`config.mk`:
```
export PLATFORM = sky130hd
export DESIGN_NAME = pipeline_hazard_ctrl
export DESIGN_NICKNAME = d
export VERILOG_FILES = /design/src/rtl/hazard_ctrl_pkg.sv /design/src/rtl/mc_latency_counter.sv /design/src/rtl/pipeline_hazard_ctrl.sv
export SDC_FILE = /design/constraint.sdc
export NUM_CORES = 1
export LEC_CHECK = 0
export ABC_AREA = 1
export BUFFER_PORTS_ARGS = -buffer_cell sky130_fd_sc_hd__buf_2
export CAP_MARGIN = 20
export CORE_AREA = 2 2 39 41
export DETAILED_ROUTE_END_ITERATION = 6
export DIE_AREA = 0 0 41 43
export PLACE_DENSITY_LB_ADDON = 0.12
export SLEW_MARGIN = 20
export SYNTH_ARGS = -nofsm -noshare
export SYNTH_HDL_FRONTEND = slang
export SYNTH_HIERARCHICAL = 1
export SYNTH_SLANG_ARGS = --single-unit
```
`constraint.sdc`:
```
create_clock -name clk -period 3.35 [get_ports clk]
set_input_delay 1.005 -clock clk [delete_from_list [all_inputs] [get_ports clk]]
set_output_delay 1.005 -clock clk [all_outputs]
set_load 0.02 [all_outputs]
```
`src/rtl/hazard_ctrl_pkg.sv`:
```
// hazard_ctrl_pkg: shared state encoding, default index width and MC_LATENCY bounds for the hazard controller.
package hazard_ctrl_pkg;
    typedef enum logic {RUN = 1'b0, MC_BUSY = 1'b1} state_t;
    localparam int REG_AW_DEFAULT = 5;
    localparam int MC_LATENCY_MIN = 2;
    localparam int MC_LATENCY_MAX = 15;
    function automatic bit mc_latency_ok(input int lat);
        return lat >= MC_LATENCY_MIN && lat <= MC_LATENCY_MAX;
    endfunction
endpackage

```
`src/rtl/mc_latency_counter.sv`:
```
// mc_latency_counter: down-counter for the remaining hold cycles of a multi-cycle EX op.
module mc_latency_counter #(
    parameter int W = 2
) (
    input  logic         clk,
    input  logic         rst_n,
    input  logic         load,
    input  logic         dec,
    input  logic         clear,
    input  logic [W-1:0] load_val,
    output logic         zero
);
    logic [W-1:0] cnt;
    always_ff @(posedge clk) begin
        if (!rst_n || clear) cnt <= '0;
        else if (load) cnt <= load_val;
        else if (dec && cnt != '0) cnt <= cnt - 1'b1;
    end
    assign zero = cnt == '0;
endmodule

```
`src/rtl/pipeline_hazard_ctrl.sv`:
```
// pipeline_hazard_ctrl: stall/hold/bubble/flush sequencer around EX (branch > multi-cycle > load-use).
// Define HAZARD_PERF_CNT_EN to add saturating stall_cnt/flush_cnt outputs.
module pipeline_hazard_ctrl
    import hazard_ctrl_pkg::*;
#(
    parameter int MC_LATENCY = 4,
    parameter int REG_AW     = REG_AW_DEFAULT
) (
    input  logic              clk,
    input  logic              rst_n,
    input  logic [REG_AW-1:0] id_rs1,
    input  logic [REG_AW-1:0] id_rs2,
    input  logic              id_use_rs1,
    input  logic              id_use_rs2,
    input  logic              ex_memread,
    input  logic [REG_AW-1:0] ex_rd,
    input  logic              ex_mc_op,
    input  logic              mem_branch,
    input  logic              mem_zero,
    output logic              pc_write,
    output logic              pc_src,
    output logic              if_id_write,
    output logic              if_id_flush,
    output logic              id_ex_hold,
    output logic              id_ex_flush,
    output logic              ex_mem_bubble,
`ifdef HAZARD_PERF_CNT_EN
    output logic [31:0]       stall_cnt,
    output logic [31:0]       flush_cnt,
`endif
    output logic              mc_busy
);
    localparam int CW = $clog2(MC_LATENCY);

    if (!mc_latency_ok(MC_LATENCY)) begin : g_bad_latency
        $error("MC_LATENCY out of range 2..15");
    end

    state_t state, state_n;
    logic   taken, load_use, freeze, cnt_zero, cnt_load, cnt_dec, cnt_clear;

    mc_latency_counter #(.W(CW)) u_cnt (
        .clk      (clk),
        .rst_n    (rst_n),
        .load     (cnt_load),
        .dec      (cnt_dec),
        .clear    (cnt_clear),
        .load_val (CW'(MC_LATENCY - 2)),
        .zero     (cnt_zero)
    );

    always_ff @(posedge clk) begin
        if (!rst_n) state <= RUN;
        else state <= state_n;
    end

    always_comb begin
        state_n   = state;
        cnt_load  = 1'b0;
        cnt_dec   = 1'b0;
        cnt_clear = 1'b0;
        taken     = mem_branch & mem_zero;
        load_use  = state == RUN && ex_memread && ex_rd != '0 &&
                    ((id_use_rs1 && id_rs1 == ex_rd) || (id_use_rs2 && id_rs2 == ex_rd));
        // the release cycle (MC_BUSY with count 0) drops out of freeze so the result reaches EX/MEM
        freeze    = state == RUN ? ex_mc_op : !cnt_zero;
        if (taken) begin
            state_n   = RUN;
            cnt_clear = 1'b1;
        end else if (state == RUN) begin
            state_n  = ex_mc_op ? MC_BUSY : RUN;
            cnt_load = ex_mc_op;
        end else begin
            state_n = cnt_zero ? RUN : MC_BUSY;
            cnt_dec = !cnt_zero;
        end
        pc_write      = taken || !(freeze || load_use);
        if_id_write   = taken || !(freeze || load_use);
        pc_src        = taken;
        if_id_flush   = taken;
        id_ex_flush   = taken || (!freeze && load_use);
        id_ex_hold    = !taken && freeze;
        ex_mem_bubble = !taken && freeze;
        mc_busy       = !taken && freeze;
    end

`ifdef HAZARD_PERF_CNT_EN
    always_ff @(posedge clk) begin
        if (!rst_n) begin
            stall_cnt <= '0;
            flush_cnt <= '0;
        end else begin
            if (!pc_write && stall_cnt != '1) stall_cnt <= stall_cnt + 1'b1;
            if (taken && flush_cnt != '1) flush_cnt <= flush_cnt + 1'b1;
        end
    end
`endif
endmodule
```
==> impl_metrics.ini <==
[clocking]
cts_tree = built
ctsHtreeMaxLevel = 1
postCtsHoldBufs = 0
cts.path.max_buffers = 2
cts_resized = 0
postCtsSetupBuffers = 0
clkLatencyLatePin_ns = 0.23
clock-sinks = 3
cts-root-buf = clkbuf_4
cts.clk_slew.worst_paths_ns = 0.03
cts_buffers = 3

[finish]
layout_common_cells = 45 x nand2_1, 30 x buf_2, 20 x inv_1, 15 x nor2_1, 7 x inv_2
nFillCells = 157
mostFrequentLayoutCell = nand2_1
layout-drive-gt1-share = 0.312
ff_latch_area_um2 = 60.1
n_antenna_cell = 0
syn2layout_area_growth_pct = 33.2
final_nets = 163
final_util = 0.483
stdcell_area_um2 = 668
multi_input_area_um2 = 310

[yosys]
netlist_top_cells_area = nand2_1 34%, inv_1 15%, dfxtp_1 12%
synth_top_area_frac = 0.337
synth_seq_cells = 3
seq_area_frac_synth = 0.120
synth.avg_cell_area_um2 = 4.65
ys_types = 15
syn_inst = 108
synth.largest_area_cell = nand2_1
netlist_area_um2 = 502
ys_warn_count = 6
synth_fp_nets = 132

[routing]
route.met3.wl_um = 76
route.detailed.drc = 0
vias = 624
drt-pass1-iter-count = 4
drt_iter0_drc = 7
avgRoutedWirePerCell_um = 7.07
vias_per_cell = 4.05
routed_wl_um = 1090
wirelength_met1_um = 432
wl_met2_um = 579
routed.top_layer = met3
drtAntennaViolNets = 0

[hold_path]
min-delay-start = u_cnt/cnt[0]$_SDFFE_PP0P_
hold_path_end = u_cnt/cnt[0]$_SDFFE_PP0P_
worstHoldPathCells = 2
hold_class = reg -> reg

[setup_path]
cp.arrival_ns = 1.86
end_kind = output pin
worst-setup-path-type = in -> out
worst-path-max-fanout = 4
crit_required_ns = 2.34
crit_path_start_kind = primary input
reg2reg_setup_slack_ns = 1.96
worst_r2r_endpoint = u_cnt/cnt[1]$_SDFFE_PP0P_
r2r_cells = 9
timing.rr.start = u_cnt/cnt[0]$_SDFFE_PP0P_

[placed_design]
hpwlAfterDp_um = 977
postPlaceCellArea_um2 = 642
dp_slack_ns = 0.470
io_buffers = 30
gp_congestion = 0.664

[sta]
postLayoutSetupSlackWorst_ns = 0.482
fmax_mhz = 349
setup_violations = 0
fin_skew_ns = 0.0000189
timing.final.crit_share = 0.856
hold_viol = 0
tns_ns = 0
maxSlewViolCount = 0
min_period_ns = 2.87
rsz0062_at_grt = false

[die]
rows = 14
io_pins = 31
dieArea_mm2 = 0.00176
initial_core_util = 0.363
die-height_um = 43
fp.coreArea_mm2 = 0.00138
die_x_um = 41

[global_routing]
antenna_found_initial = 0
grt_max_degree = 6
grt_pass1_wl_um = 1900
first_global_vias = 588
grt_usage = 0.150
grt.overflow.total = 0

[status]
status = finished, final reports clean

[power]
power.density_mw_per_mm2 = 271
ir_worst_vdd_mv = 0.166
p_leak_nw = 0.479

[job]
cap_viol_max_count = 0
how the worst max path moves through the flow:
stage / start / to / slack [ns] / cells after the start
floorplan: ex_rd[2] / pc_write / 0.55 / 10
global placement: ex_rd[2] / pc_write / 0.48 / 10
detailed placement: ex_rd[1] / pc_write / 0.47 / 10
CTS: ex_rd[1] / pc_write / 0.47 / 10
global route: ex_rd[4] / pc_write / 0.37 / 11
finish: ex_rd[2] / pc_write / 0.48 / 11
cell type report:
| class | instances | share of cell area |
|---|---|---|
| multi-input cells | 74 | 0.464 |
| repair buffers | 30 | 0.225 |
| inverters | 27 | 0.152 |
| flip-flops and latches | 3 | 0.0899 |
| clock buffers | 4 | 0.0393 |
| well taps | 16 | 0.0300 |
synth_stat cells:
library cell and n:
or2_4 1, ha_1 1, buf_4 4, nor2_2 1, nand3_1 5, inv_2 7
dfxtp_1 3, conb_1 2, inv_1 20, nand4_1 1, o21ai_0 1, nor3_1 1
nand2_1 45, nor2_1 15, o21ai_2 1
critical path, stage by stage:
cell	delay [ns]
buf_2	0.08
inv_1	0.07
nand2_1	0.06
nand2_1	0.04
nor2_1	0.11
nand3_1	0.08
nand2_1	0.09
nand2_1	0.05
nand2_1	0.06
nand2_1	0.05
buf_2	0.16
registers in the layout (all words and copies together) (netlist names):
register / flops
state: 1
u_cnt/cnt: 2
report_power, final:
group / switching (W) / leakage [nW] / total, W / internal [W]
Clock: 0.0000175 / 0.0150 / 0.0000620 / 0.0000446
Combinational: 0.0000473 / 0.439 / 0.0000789 / 0.0000316
Sequential: 0.00000164 / 0.0247 / 0.0000404 / 0.0000387
Total: 0.0000665 / 0.479 / 0.000181 / 0.000115
per-layer routing:
layer,GRT usage,vias up
li1,-,360
met1,0.151,247
met2,0.281,17
met3,0,0
met4,0.0800,0
met5,0,-
kinds of logic (layout without fill, tap and decap cells):
kind of cell / count (synthesis) / count (layout) / synth area share
compound gates: 2 / 2 / 0.0274
fa+ha+maj: 1 / 1 / 0.0249
buf+inv: 31 / 61 / 0.262
flops: 3 / 3 / 0.120
other cells: 2 / 2 / 0.0150
simple gates: 69 / 69 / 0.551
per-stage QoR:
stage          total power, W  std cells  hold slack (ns)
3_3_place_gp         0.000119        150            0.508
5_1_grt              0.000199        154            0.552
6_report             0.000181        154            0.519
4_1_cts              0.000187        154            0.526
2_1_floorplan       0.0000966        108            0.486
3_5_place_dp         0.000120        150            0.515
Note: power is estimated with default switching activity, not from simulation.
